[config.mk]
export PLATFORM = sky130hd
export DESIGN_NAME = mem_access_unit
export DESIGN_NICKNAME = d
export VERILOG_FILES = /design/src/rtl/mem_access_unit_pkg.sv /design/src/rtl/mem_access_unit_load_extend.sv /design/src/rtl/mem_access_unit.sv
export SDC_FILE = /design/constraint.sdc
export NUM_CORES = 1
export LEC_CHECK = 0
export CAP_MARGIN = 30
export CORE_MARGIN = 4
export CORE_UTILIZATION = 53
export DETAILED_ROUTE_END_ITERATION = 10
export GPL_TIMING_DRIVEN = 0
export PLACE_DENSITY = 0.95
export SYNTH_ARGS = -nofsm -noshare
export SYNTH_HDL_FRONTEND = slang
export SYNTH_SLANG_ARGS = --single-unit
[constraint.sdc]
create_clock -name clk -period 12.4 [get_ports clk]
set_input_delay 2.48 -clock clk [delete_from_list [all_inputs] [get_ports clk]]
set_output_delay 2.48 -clock clk [all_outputs]
set_load 0.005 [all_outputs]
[src/rtl/mem_access_unit_pkg.sv]
// Shared opcode constants, FSM state type and access-size helpers for the
// data-memory access unit.
package mem_access_unit_pkg;

    localparam logic [5:0] OPCODE_LB  = 6'h20;
    localparam logic [5:0] OPCODE_LH  = 6'h21;
    localparam logic [5:0] OPCODE_LW  = 6'h23;
    localparam logic [5:0] OPCODE_LBU = 6'h24;
    localparam logic [5:0] OPCODE_LHU = 6'h25;
    localparam logic [5:0] OPCODE_SB  = 6'h28;
    localparam logic [5:0] OPCODE_SH  = 6'h29;
    localparam logic [5:0] OPCODE_SW  = 6'h2B;

    typedef enum logic [1:0] {
        IDLE  = 2'd0,
        CHECK = 2'd1,
        BUS   = 2'd2,
        DONE  = 2'd3
    } mem_state_t;

    typedef enum logic [1:0] {
        SIZE_NONE = 2'd0,
        SIZE_BYTE = 2'd1,
        SIZE_HALF = 2'd2,
        SIZE_WORD = 2'd3
    } mem_size_t;

    // Access width implied by a memory opcode; SIZE_NONE marks anything unsupported.
    function automatic mem_size_t access_size(input logic [5:0] op);
        mem_size_t size;
        case (op)
            OPCODE_LB, OPCODE_LBU, OPCODE_SB: size = SIZE_BYTE;
            OPCODE_LH, OPCODE_LHU, OPCODE_SH: size = SIZE_HALF;
            OPCODE_LW, OPCODE_SW:             size = SIZE_WORD;
            default:                          size = SIZE_NONE;
        endcase
        return size;
    endfunction

    function automatic logic is_store(input logic [5:0] op);
        return (op == OPCODE_SB) || (op == OPCODE_SH) || (op == OPCODE_SW);
    endfunction

    // Halfwords must sit on an even address, words on a multiple of four.
    function automatic logic is_misaligned(input mem_size_t size, input logic [1:0] lane);
        logic bad;
        case (size)
            SIZE_HALF: bad = lane[0];
            SIZE_WORD: bad = (lane != 2'b00);
            default:   bad = 1'b0;
        endcase
        return bad;
    endfunction

    // Byte lanes touched by an access of the given size at lane offset k.
    function automatic logic [3:0] lane_enable(input mem_size_t size, input logic [1:0] lane);
        logic [3:0] be;
        case (size)
            SIZE_BYTE: be = 4'b0001 << lane;
            SIZE_HALF: be = lane[1] ? 4'b1100 : 4'b0011;
            SIZE_WORD: be = 4'b1111;
            default:   be = 4'b0000;
        endcase
        return be;
    endfunction

    // Replicate the narrowed store value across every lane; byteenable picks the live one.
    function automatic logic [31:0] place_store(input mem_size_t size, input logic [31:0] d);
        logic [31:0] wd;
        case (size)
            SIZE_BYTE: wd = {4{d[7:0]}};
            SIZE_HALF: wd = {2{d[15:0]}};
            SIZE_WORD: wd = d;
            default:   wd = 32'h0000_0000;
        endcase
        return wd;
    endfunction

endpackage

[src/rtl/mem_access_unit_load_extend.sv]
// Combinational load alignment: picks the addressed byte/halfword out of the
// bus word and sign- or zero-extends it to 32 bits.
module load_extend
    import mem_access_unit_pkg::*;
(
    input  logic [5:0]  opcode,
    input  logic [1:0]  lane,
    input  logic [31:0] readdata,
    output logic [31:0] ext
);

    logic [7:0]  byte_s;
    logic [15:0] half_s;

    // Lane selection and extension according to the load opcode.
    always_comb begin
        byte_s = readdata[{lane, 3'b000} +: 8];
        half_s = lane[1] ? readdata[31:16] : readdata[15:0];
        case (opcode)
            OPCODE_LB:  ext = {{24{byte_s[7]}}, byte_s};
            OPCODE_LBU: ext = {24'h00_0000, byte_s};
            OPCODE_LH:  ext = {{16{half_s[15]}}, half_s};
            OPCODE_LHU: ext = {16'h0000, half_s};
            OPCODE_LW:  ext = readdata;
            default:    ext = 32'h0000_0000;
        endcase
    end

endmodule

[src/rtl/mem_access_unit.sv]
// Data-memory access unit: takes one load/store from execute, classifies it,
// runs it on the Avalon-MM data bus and reports done/fault with the loaded value.
module mem_access_unit
    import mem_access_unit_pkg::*;
#(
    parameter int unsigned MAX_WAIT = 0,
    parameter int unsigned ADDR_W   = 32
) (
    input  logic              clk,
    input  logic              reset,
    input  logic              start,
    input  logic [5:0]        opcode,
    input  logic [ADDR_W-1:0] addr,
    input  logic [31:0]       store_data,
    output logic              busy,
    output logic              done,
    output logic              fault,
    output logic [31:0]       load_data,
    output logic [ADDR_W-1:0] avm_address,
    output logic              avm_read,
    output logic              avm_write,
    output logic [31:0]       avm_writedata,
    output logic [3:0]        avm_byteenable,
    input  logic [31:0]       avm_readdata,
    input  logic              avm_waitrequest
);

    // Stall count at which the abort fires (only meaningful when MAX_WAIT is non-zero).
    localparam logic [31:0] STALL_LIMIT = 32'(MAX_WAIT) - 32'd1;

    mem_state_t        state_r, state_s;
    logic [5:0]        opcode_r;
    logic [ADDR_W-1:0] addr_r;
    logic [31:0]       store_data_r;
    logic [31:0]       stall_cnt_r, stall_cnt_s;
    logic              latch_s;
    logic              busy_s, done_s, fault_s;
    logic [31:0]       load_data_s;
    logic              read_s, write_s;
    logic [ADDR_W-1:0] address_s;
    logic [31:0]       wdata_s;
    logic [3:0]        be_s;
    logic [31:0]       load_ext_s;
    mem_size_t         size_s;
    logic              store_s;

    assign size_s  = access_size(opcode_r);
    assign store_s = is_store(opcode_r);

    load_extend u_load_extend (
        .opcode   (opcode_r),
        .lane     (addr_r[1:0]),
        .readdata (avm_readdata),
        .ext      (load_ext_s)
    );

    // State register.
    always_ff @(posedge clk or posedge reset) begin
        if (reset) begin
            state_r <= IDLE;
        end else begin
            state_r <= state_s;
        end
    end

    // Next-state logic and next values for every registered output.
    always_comb begin
        state_s     = state_r;
        latch_s     = 1'b0;
        stall_cnt_s = stall_cnt_r;
        busy_s      = busy;
        done_s      = 1'b0;
        fault_s     = 1'b0;
        load_data_s = load_data;
        read_s      = avm_read;
        write_s     = avm_write;
        address_s   = avm_address;
        wdata_s     = avm_writedata;
        be_s        = avm_byteenable;
        case (state_r)
            IDLE: begin
                if (start) begin
                    state_s = CHECK;
                    latch_s = 1'b1;
                    busy_s  = 1'b1;
                end else begin
                    state_s = IDLE;
                end
            end
            CHECK: begin
                if ((size_s == SIZE_NONE) || is_misaligned(size_s, addr_r[1:0])) begin
                    state_s     = DONE;
                    busy_s      = 1'b0;
                    done_s      = 1'b1;
                    fault_s     = 1'b1;
                    load_data_s = 32'h0000_0000;
                end else begin
                    state_s     = BUS;
                    read_s      = ~store_s;
                    write_s     = store_s;
                    address_s   = {addr_r[ADDR_W-1:2], 2'b00};
                    wdata_s     = store_s ? place_store(size_s, store_data_r) : 32'h0000_0000;
                    be_s        = lane_enable(size_s, addr_r[1:0]);
                    stall_cnt_s = 32'd0;
                end
            end
            BUS: begin
                if (!avm_waitrequest) begin
                    state_s     = DONE;
                    read_s      = 1'b0;
                    write_s     = 1'b0;
                    busy_s      = 1'b0;
                    done_s      = 1'b1;
                    load_data_s = store_s ? 32'h0000_0000 : load_ext_s;
                end else if ((MAX_WAIT != 0) && (stall_cnt_r == STALL_LIMIT)) begin
                    state_s     = DONE;
                    read_s      = 1'b0;
                    write_s     = 1'b0;
                    busy_s      = 1'b0;
                    done_s      = 1'b1;
                    fault_s     = 1'b1;
                    load_data_s = 32'h0000_0000;
                end else begin
                    stall_cnt_s = stall_cnt_r + 32'd1;
                end
            end
            DONE: begin
                state_s = IDLE;
            end
            default: begin
                state_s = IDLE;
                busy_s  = 1'b0;
                read_s  = 1'b0;
                write_s = 1'b0;
            end
        endcase
    end

    // Request latches, stall counter and registered outputs.
    always_ff @(posedge clk or posedge reset) begin
        if (reset) begin
            opcode_r       <= 6'd0;
            addr_r         <= '0;
            store_data_r   <= 32'h0000_0000;
            stall_cnt_r    <= 32'd0;
            busy           <= 1'b0;
            done           <= 1'b0;
            fault          <= 1'b0;
            load_data      <= 32'h0000_0000;
            avm_address    <= '0;
            avm_read       <= 1'b0;
            avm_write      <= 1'b0;
            avm_writedata  <= 32'h0000_0000;
            avm_byteenable <= 4'b0000;
        end else begin
            if (latch_s) begin
                opcode_r     <= opcode;
                addr_r       <= addr;
                store_data_r <= store_data;
            end else begin
                opcode_r     <= opcode_r;
                addr_r       <= addr_r;
                store_data_r <= store_data_r;
            end
            stall_cnt_r    <= stall_cnt_s;
            busy           <= busy_s;
            done           <= done_s;
            fault          <= fault_s;
            load_data      <= load_data_s;
            avm_address    <= address_s;
            avm_read       <= read_s;
            avm_write      <= write_s;
            avm_writedata  <= wdata_s;
            avm_byteenable <= be_s;
        end
    end

endmodule

# Word-level counts from Yosys, hierarchy flattened
# Index checks and enable logic that the tools add are counted.
classes:
  add_sub_neg: 0
  mux: 31
  n_reduce_logical: 15
  shift: 2
  n_bitwise: 2
  n_div: 0
  mul: 0
  eq_ne: 18
  order_cmp: 0
op_table:
  columns: ["cell", "n"]
  rows:
  - ["$pmux 32 s5", 1]
  - ["$mux 32", 4]
  - ["$pmux 32 s3", 1]
  - ["$pmux 32 s2", 1]
  - ["$eq 6x6->1 const B", 8]
  - ["$shiftx 32x6->8", 1]
  - ["$mux 16", 1]
  - ["$mux 1", 13]
  - ["$pmux 4 s3", 1]
  - ["$eq 2x2->1 const B", 4]
  - ["$ne 2x2->1 const B", 4]
  - ["$pmux 1 s2", 4]
  - ["$pmux 2 s4", 1]
  - ["$pmux 2 s3", 1]
  - ["$reduce_and 3->1", 2]
  - ["$reduce_or 3->1", 2]
  - ["$eq 2x1->1 const B", 2]
  - ["$logic_not 2->1", 2]
  - ["$mux 4", 1]
  - ["$reduce_and 4->1", 1]
  - ["$reduce_bool 2->1", 2]
  - ["$shl 1x2->4 const A", 1]
  - ["$logic_or 1x1->1", 3]
  - ["$pmux 1 s3", 1]
  - ["5 further kinds", 6]
word_totals:
  rom_bits: 0
  mem_bits_rw: 0
  output_inout_bits: 105
  n_memories: 0
  register_bits: 175
  word_cells: 81
  latch_bits: 0
  input_bits: 106

# Longest topological paths before layout
# Gate-level depths: netlist of the first run.
logic_depth:
  word_depth: 9
  ltp_mapped: 9
  ltp_nobuf: 7

# Modules after synthesis
# A second synthesis of the first run with hierarchy kept.
unflattened:
  cells_unflattened: 671
  hier_area_um2: 7792.5
by_module_without_submodules:
  columns: ["mod", "seq_area_each_um2", "area_each_um2", "n_inst", "cells_per_inst"]
  rows:
  - ["mem_access_unit", 4379.2, 7119.3, 1, 581]
  - ["load_extend", 0.0, 673.1, 1, 90]

# Worst setup path after synthesis of the first run
# No wires, ideal clock.
synth_timing:
  kind: "input-to-reg"
  from: "input port avm_readdata[7]"
  to: "register load_data[16]"
  slack_ns: 8.626
  stages: 6
  n_path_buf: 2
  setup_time_ns: 0.122
  required_time_ns: 12.278
  arrival_ns: 3.652
  path_cell_list: "mux4_2 and4b_1 clkbuf_1 clkbuf_1 a21oi_1 a21oi_2"
synth_via:
  elab_chain_len: 5
synth_lines:
  columns: ["item", "line_no", "rtl"]
  rows:
  - ["start: declaration", "mem_access_unit.sv:24", "input logic [31:0] avm_readdata,"]
  - ["$shiftx 32x6->8", "mem_access_unit_load_extend.sv:17", "byte_s = readdata[{lane, 3'b000} +: 8];"]
  - ["$pmux 32 s5", "mem_access_unit_load_extend.sv:19", "case (opcode)"]
  - ["$mux 32", "mem_access_unit.sv:114", "load_data_s = store_s ? 32'h0000_0000 : load_ext_s;"]
  - ["$mux 32", "mem_access_unit.sv:108", "if (!avm_waitrequest) begin"]
  - ["$pmux 32 s2", "mem_access_unit.sv:80", "case (state_r)"]
  - ["end signal: assignment", "mem_access_unit.sv:169", "load_data <= load_data_s;"]
  - ["end: declaration", "mem_access_unit.sv:18", "output logic [31:0] load_data,"]
# No other way between the ends. The select of a mux whose other input is x is not followed.
# A chain may end at the register's enable or synchronous reset.

# Worst setup path in the final report of the first run
layout_timing:
  from: "input port avm_readdata[31]"
  to: "register load_data[10]"
# Same word-level chain as after synthesis.

==> results of run 1 <==
-- layer usage --
| layer | wire, microns | track usage (%) | vias up |
|---|---|---|---|
| met2 | 10600 | 42.5 | 289 |
| met5 | 0 | 0 | - |
| met1 | 8140 | 31.6 | 3063 |
| li1 | - | - | 2762 |
| met4 | 832 | 12.3 | 0 |
| met3 | 1800 | 7.90 | 65 |
-- path summary, 6_finish.rpt --
| kind | to | slack, ps | startpoint | depth (start not counted) |
|---|---|---|---|---|
| worst max-delay path | load_data[10] | 8300 | avm_readdata[31] | 6 |
| worst min register to register | avm_writedata[30] | 480 | avm_writedata[30] | 2 |
| worst max register to register | load_data[16] | 9710 | state_r[0] | 9 |
| max in group asynchronous | load_data[4] | 9060 | reset | 3 |
| worst min-delay path | avm_writedata[30] | 480 | avm_writedata[30] | 2 |
| min in group asynchronous | avm_address[2] | 2430 | reset | 2 |
-- critical path, delay by kind of cell --
kind	cells	cell delay, ps
multiplexers	1	520
buffers and inverters	2	680
AO/OA/AOI/OAI	2	480
AND/OR/NAND/NOR	1	220
-- Yosys cell counts, types with 9 or more instances --
cell type,count,area [sq um]
nand2_1,48,180
nor2_1,38,143
buf_2,13,65.1
a32oi_1,9,78.8
o31ai_1,19,143
dfrtp_1,175,4380
buf_1,9,33.8
o21ai_0,23,115
a21oi_2,29,254
clkbuf_1,18,67.6
a22oi_1,18,135
a221oi_1,15,131
a21oi_1,26,130
mux2_2,108,1220
-- flip-flops by register name, indices dropped and copies added (netlist names) --
register	count
state_r	2
addr_r	32
store_data_r	32
avm_byteenable	4
load_data	32
busy	1
avm_writedata	32
avm_write	1
fault	1
avm_read	1
opcode_r	6
avm_address	30
done	1
-- cells by family after synthesis --
logic type	count (synthesis)	share of synthesized area, %
other	1	0.0475
adder cells (fa/ha/maj)	4	0.633
XOR/XNOR	1	0.111
multiplexers	118	17.9
flip-flops	175	55.4
AND/OR/NAND/NOR	125	7.95
buffers and inverters	58	3.63
AO/OA/AOI/OAI	154	14.3
-- layout make-up --
cell class / instances / area (sq um)
clock inverter: 11 / 178
buffer: 48 / 249
inverter: 10 / 45.0
clock buffer: 21 / 460
fill: 968 / 3700
timing repair buffer: 209 / 2110
multi-input combinational: 404 / 3240
tap: 184 / 230
sequential: 175 / 4380
-- layout by cell type (no fill, tap or decap), types with 6 or more instances in the layout --
cell,netlist,final
a22oi_1,18,18
nor2_1,38,38
nand2_1,48,48
buf_6,6,6
a21oi_1,26,26
clkbuf_1,18,20
o21ai_0,23,23
buf_1,9,9
clkbuf_16,0,17
inv_1,8,7
mux2_2,108,108
o31ai_1,19,19
dfrtp_1,175,175
a21oi_2,29,29
a221oi_1,15,15
mux4_2,8,8
clkdlybuf4s50_1,0,208
nor2b_1,8,8
nand2b_1,6,6
buf_2,13,13
a32oi_1,9,9
-- power by group --
part	switching, mW	internal, mW
clock	0.223	0.351
combinational	0.504	0.598
sequential	0.150	0.812
-- per-stage QoR --
stage,instance area [sq um],hold WS (ps),cells
after floorplan,7910,473,637
after global placement,10200,461,1029
after detailed placement,10300,467,1030
after CTS,10900,480,1062
after global routing,10900,510,1062
final,10900,479,1062
==> out/qor.txt, run 1 <==
========================================================================================
Total Neg Setup Slack .....................................................         0 ps
Fraction of final layout cells sized beyond drive strength 1 ..............        23.8%
Area of the core ..........................................................  14600 sq um
Global-route usage over all layers ........................................        26.0%
Delay of the slowest critical-path stage ..................................       520 ps
Initial DRC Count .........................................................          517
Arr. time, crit path ......................................................      4390 ps
Classification of the worst-slack hold path ...............................      reg2reg
HPWL reported at the end of detailed placement ............................ 15800 microns
Required time reported for the critical path endpoint .....................     12700 ps
Async set-reset flop share out of synthesis ...............................         100%
Buffers on Ports ..........................................................          208
Clock slew at reported path FFs ...........................................        60 ps
EDFF count, synth .........................................................            0
Crit path cell chain ...................................................... clkdlybuf4s50_1 > mux4_2 > and4b_1 > buf_1 > a221oi_1 > a21oi_2
Vias after detailed routing ...............................................         6179
ANT cells .................................................................            0
Number of search-and-repair iterations in the first detailed-routing pass .            5
Effective utilization at floorplan ........................................        54.2%
Post-synthesis average cell area ..........................................   12.4 sq um
Cells after Synth .........................................................          636
Number of antenna violations at the first check in global routing .........            0
RD Place Congestion .......................................................        0.926
Clock latency on the worst-skew pair ......................................       430 ps
Setup ws final ............................................................      8300 ps
Remaining number of nets flagged by the antenna check after routing .......            0
Grt ovf ...................................................................            0
Hold bufs inserted after CTS ..............................................            0
Pin count of the biggest net entering global routing ......................          134
Final Cycle Share .........................................................        33.0%
Final setup vio count .....................................................            0
Clk root buf ..............................................................    clkbuf_16
Number of global-route vias before repair .................................         6495
Peak supply drop ..........................................................     0.157 mV
Netlist Area Pre-Place ....................................................   7900 sq um
CP endpoint kind ..........................................................    flip-flop
Pin slew with the least headroom to its limit .............................       791 ps
Routed WL per cell ........................................................ 20.2 microns
Final critical path time including I/O delays and setup ...................      4100 ps
Area growth from synthesis to layout ......................................        37.8%
Setup repair after global routing missed its margin .......................           no
Maximum Capacitance Violations ............................................            0
Status ....................................................................    completed
Clock tree sinks ..........................................................          175
Total Power Consumption ...................................................      2.64 mW
Final count of hold timing violations .....................................            0
Power per unit of standard cell area ......................................  242 nW/um^2
First-pass GRT wire length ................................................ 33500 microns
Io pins ...................................................................          211
Number of nets in the final layout ........................................          975
Resized cells post-CTS ....................................................            0
Maximum fanout along the worst path .......................................            8
Critical Path Start Type .................................................. primary input
Die Ht ....................................................................  130 microns
Number of warnings printed during yosys synthesis .........................            0
Detailed-route vias per instance ..........................................         5.82
Post-synthesis cell type count ............................................           52
Post-synthesis sequential area ratio ......................................        55.4%
H-tree Lvls ...............................................................            4
Final cell utilization of the core ........................................        74.7%
Number of buffers on the longest clock path ...............................            2
Number of flip-flops and latches in the synthesized netlist ...............          175
Worst clock skew ..........................................................      8.71 ps
Max stage delay cell, worst path ..........................................       mux4_2
DRC viols .................................................................            0
Width of the die ..........................................................  130 microns
CTS tree ..................................................................        built
Post-CTS Setup Inserts ....................................................            0
Leakage ...................................................................      4.44 nW
Start-to-end type of the worst setup path .................................       in2reg
Pre-CTS setup slack .......................................................      7870 ps
Site row count ............................................................           44
Final max-slew violation count ............................................            0
Number of clock buffers inserted by TritonCTS .............................           17
Total Die Area ............................................................  16900 sq um
Prevailing post-synth register cell .......................................      dfrtp_1
Relative slew margins .....................................................        47.3%
Total detailed-routing wirelength ......................................... 21400 microns
Max Clock Freq ............................................................    0.244 GHz
========================================================================================
(Power assumes the default switching activity.)
==> run 2: changes to the inputs <==
--- a/config.mk
+++ b/config.mk
@@ -7,10 +7,10 @@
 export LEC_CHECK = 0
 export CAP_MARGIN = 30
 export CORE_MARGIN = 4
-export CORE_UTILIZATION = 53
+export CORE_UTILIZATION = 44
 export DETAILED_ROUTE_END_ITERATION = 10
 export GPL_TIMING_DRIVEN = 0
-export PLACE_DENSITY = 0.95
+export PLACE_DENSITY = 0.86
 export SYNTH_ARGS = -nofsm -noshare
 export SYNTH_HDL_FRONTEND = slang
 export SYNTH_SLANG_ARGS = --single-unit
==> constraint.sdc (replaced) <==
create_clock -name clk -period 3.3 [get_ports clk]
set_input_delay 0.66 -clock clk [delete_from_list [all_inputs] [get_ports clk]]
set_output_delay 0.66 -clock clk [all_outputs]
set_load 0.005 [all_outputs]
==> out/qor.txt, run 2 (synthesis results as in run 1) <==
========================================================================================
Sequential cell area in the final layout ..................................   4380 sq um
Critical Path Start Type ..................................................    flip-flop
Buffers on Ports ..........................................................          208
Clock tree sinks ..........................................................          175
Sequential cell fraction of total power ...................................        36.8%
Pin slew with the least headroom to its limit .............................       713 ps
Total Die Area ............................................................  20200 sq um
Number of clock buffers inserted by TritonCTS .............................           17
Status ....................................................................    completed
Resized cells post-CTS ....................................................            0
Relative contribution of combinational cells to total power ...............        41.8%
Site row count ............................................................           48
Arr. time, crit path ......................................................      3000 ps
Total detailed-routing wirelength ......................................... 21600 microns
Final cell utilization of the core ........................................        62.9%
Worst Hold Slack ..........................................................       482 ps
Number of buffers on the longest clock path ...............................            2
Clock slew at reported path FFs ...........................................        60 ps
Grt ovf ...................................................................            0
Power per unit of standard cell area ......................................  891 nW/um^2
Clock network fraction of design power ....................................        21.4%
Clock latency on the worst-skew pair ......................................       420 ps
ANT cells .................................................................            0
Relative slew margins .....................................................        52.4%
Number of search-and-repair iterations in the first detailed-routing pass .            5
Area of the core ..........................................................  17500 sq um
DRC viols .................................................................            0
Number of nets in the final layout ........................................          979
Final Cycle Share .........................................................        80.6%
Setup repair after global routing missed its margin .......................           no
Area growth from synthesis to layout ......................................        39.0%
Detailed-route vias per instance ..........................................         5.45
Final count of hold timing violations .....................................            0
Post-CTS Setup Inserts ....................................................            0
Worst clock skew ..........................................................      15.0 ps
Number of global-route vias before repair .................................         6296
Leakage ...................................................................      4.45 nW
Classification of the worst-slack hold path ...............................      reg2reg
Final max-slew violation count ............................................            0
Vias after detailed routing ...............................................         6029
Max Clock Freq ............................................................    0.376 GHz
Cell depth of the worst hold path .........................................            2
P_sw ......................................................................      3.28 mW
Final setup vio count .....................................................            0
Internal power consumption ................................................      6.51 mW
Fraction of final layout cells sized beyond drive strength 1 ..............        24.2%
Most frequent cells in the layout ......................................... clkdlybuf4s50_1, dfrtp_1, mux2_2, nand2_1, nor2_1
Area of combinational cells with multiple inputs ..........................   3240 sq um
Clk root buf ..............................................................    clkbuf_16
Required time reported for the critical path endpoint .....................      3640 ps
CP endpoint kind ..........................................................    flip-flop
Routed WL per cell ........................................................ 19.5 microns
HPWL reported at the end of detailed placement ............................ 16500 microns
Total Neg Setup Slack .....................................................         0 ps
Io pins ...................................................................          211
Start-to-end type of the worst setup path .................................      reg2reg
Worst Reg-to-Reg Cells ....................................................            9
Peak supply drop ..........................................................     0.513 mV
CTS tree ..................................................................        built
H-tree Lvls ...............................................................            4
Pin count of the biggest net entering global routing ......................           43
Sw Share ..................................................................        33.5%
Effective utilization at floorplan ........................................        45.2%
Global-route usage over all layers ........................................        21.5%
Remaining number of nets flagged by the antenna check after routing .......            0
Maximum fanout along the worst path .......................................           10
Final critical path time including I/O delays and setup ...................      2660 ps
Number of antenna violations at the first check in global routing .........            1
Leading cell type in the layout, fill and taps excluded ................... clkdlybuf4s50_1
Maximum Capacitance Violations ............................................            0
First-pass GRT wire length ................................................ 34000 microns
RD Place Congestion .......................................................        0.836
Die Ht ....................................................................  142 microns
Hold bufs inserted after CTS ..............................................            0
Filler Cells Inserted .....................................................         1388
Initial DRC Count .........................................................          471
Width of the die ..........................................................  142 microns
========================================================================================
## run 2: cell types whose count changed in the layout (fill, tap and decap cells not counted), sizes merged
cell,delta
bufinv,-1
buf,+4
inv,+1
clkinv,+2
clkbuf,-3
## run 2: area by class of cell
| type | count | area share, % |
|---|---|---|
| Sequential cell | 175 | 39.9 |
| Timing Repair Buffer | 213 | 19.9 |
| Multi-Input combinational cell | 404 | 29.5 |
| Tap cell | 225 | 2.56 |
| Clock inverter | 13 | 1.59 |
| Inverter | 10 | 0.376 |
| Clock buffer | 18 | 3.91 |
| Buffer | 48 | 2.27 |
## run 2: final timing paths
path	start	end	slack [ps]
min	avm_writedata[11]	avm_writedata[11]	480
max reg2reg	state_r[0]	load_data[18]	640
max in group asynchronous	reset	load_data[11]	1760
min reg2reg	avm_writedata[11]	avm_writedata[11]	480
min in group asynchronous	reset	avm_address[14]	550
max	state_r[0]	load_data[18]	640
## run 2: routing by layer
layer	track usage, %	part of all wire [%]	vias to the layer above
met5	0	0.037	-
li1	-	-	2771
met3	5.85	7.2	39
met4	6.67	2.3	2
met2	35.5	49	220
met1	27.8	41	2997
## run 2: power by group through the flow
stage	combinational, mW	clock, mW	sequential, mW
6_report	4.10	2.10	3.60
5_1_grt	4.47	2.23	3.71
4_1_cts	4.13	2.14	3.60
3_5_place_dp	4.12	0	3.63
3_3_place_gp	3.98	0	3.58
2_1_floorplan	2.49	0	3.53
## run 2: worst max-delay path: stages (launching register included)
cell       delay [ps]
dfrtp_1           400
inv_1             110
ha_1              300
nand4bb_1         190
a21oi_1           300
and3b_1           200
clkbuf_1          330
clkbuf_1          390
a21oi_1           190
a21oi_2           160
## run 2: stage by stage
step	total power [mW]	setup WS, ps	instances	instance area, sq um
finish	9.79	639	1106	11000
global route	10.4	377	1106	11000
CTS	9.87	677	1106	11000
detailed placement	7.75	551	1075	10400
global placement	7.56	-990	1070	10300
floorplan	6.02	401	637	7910
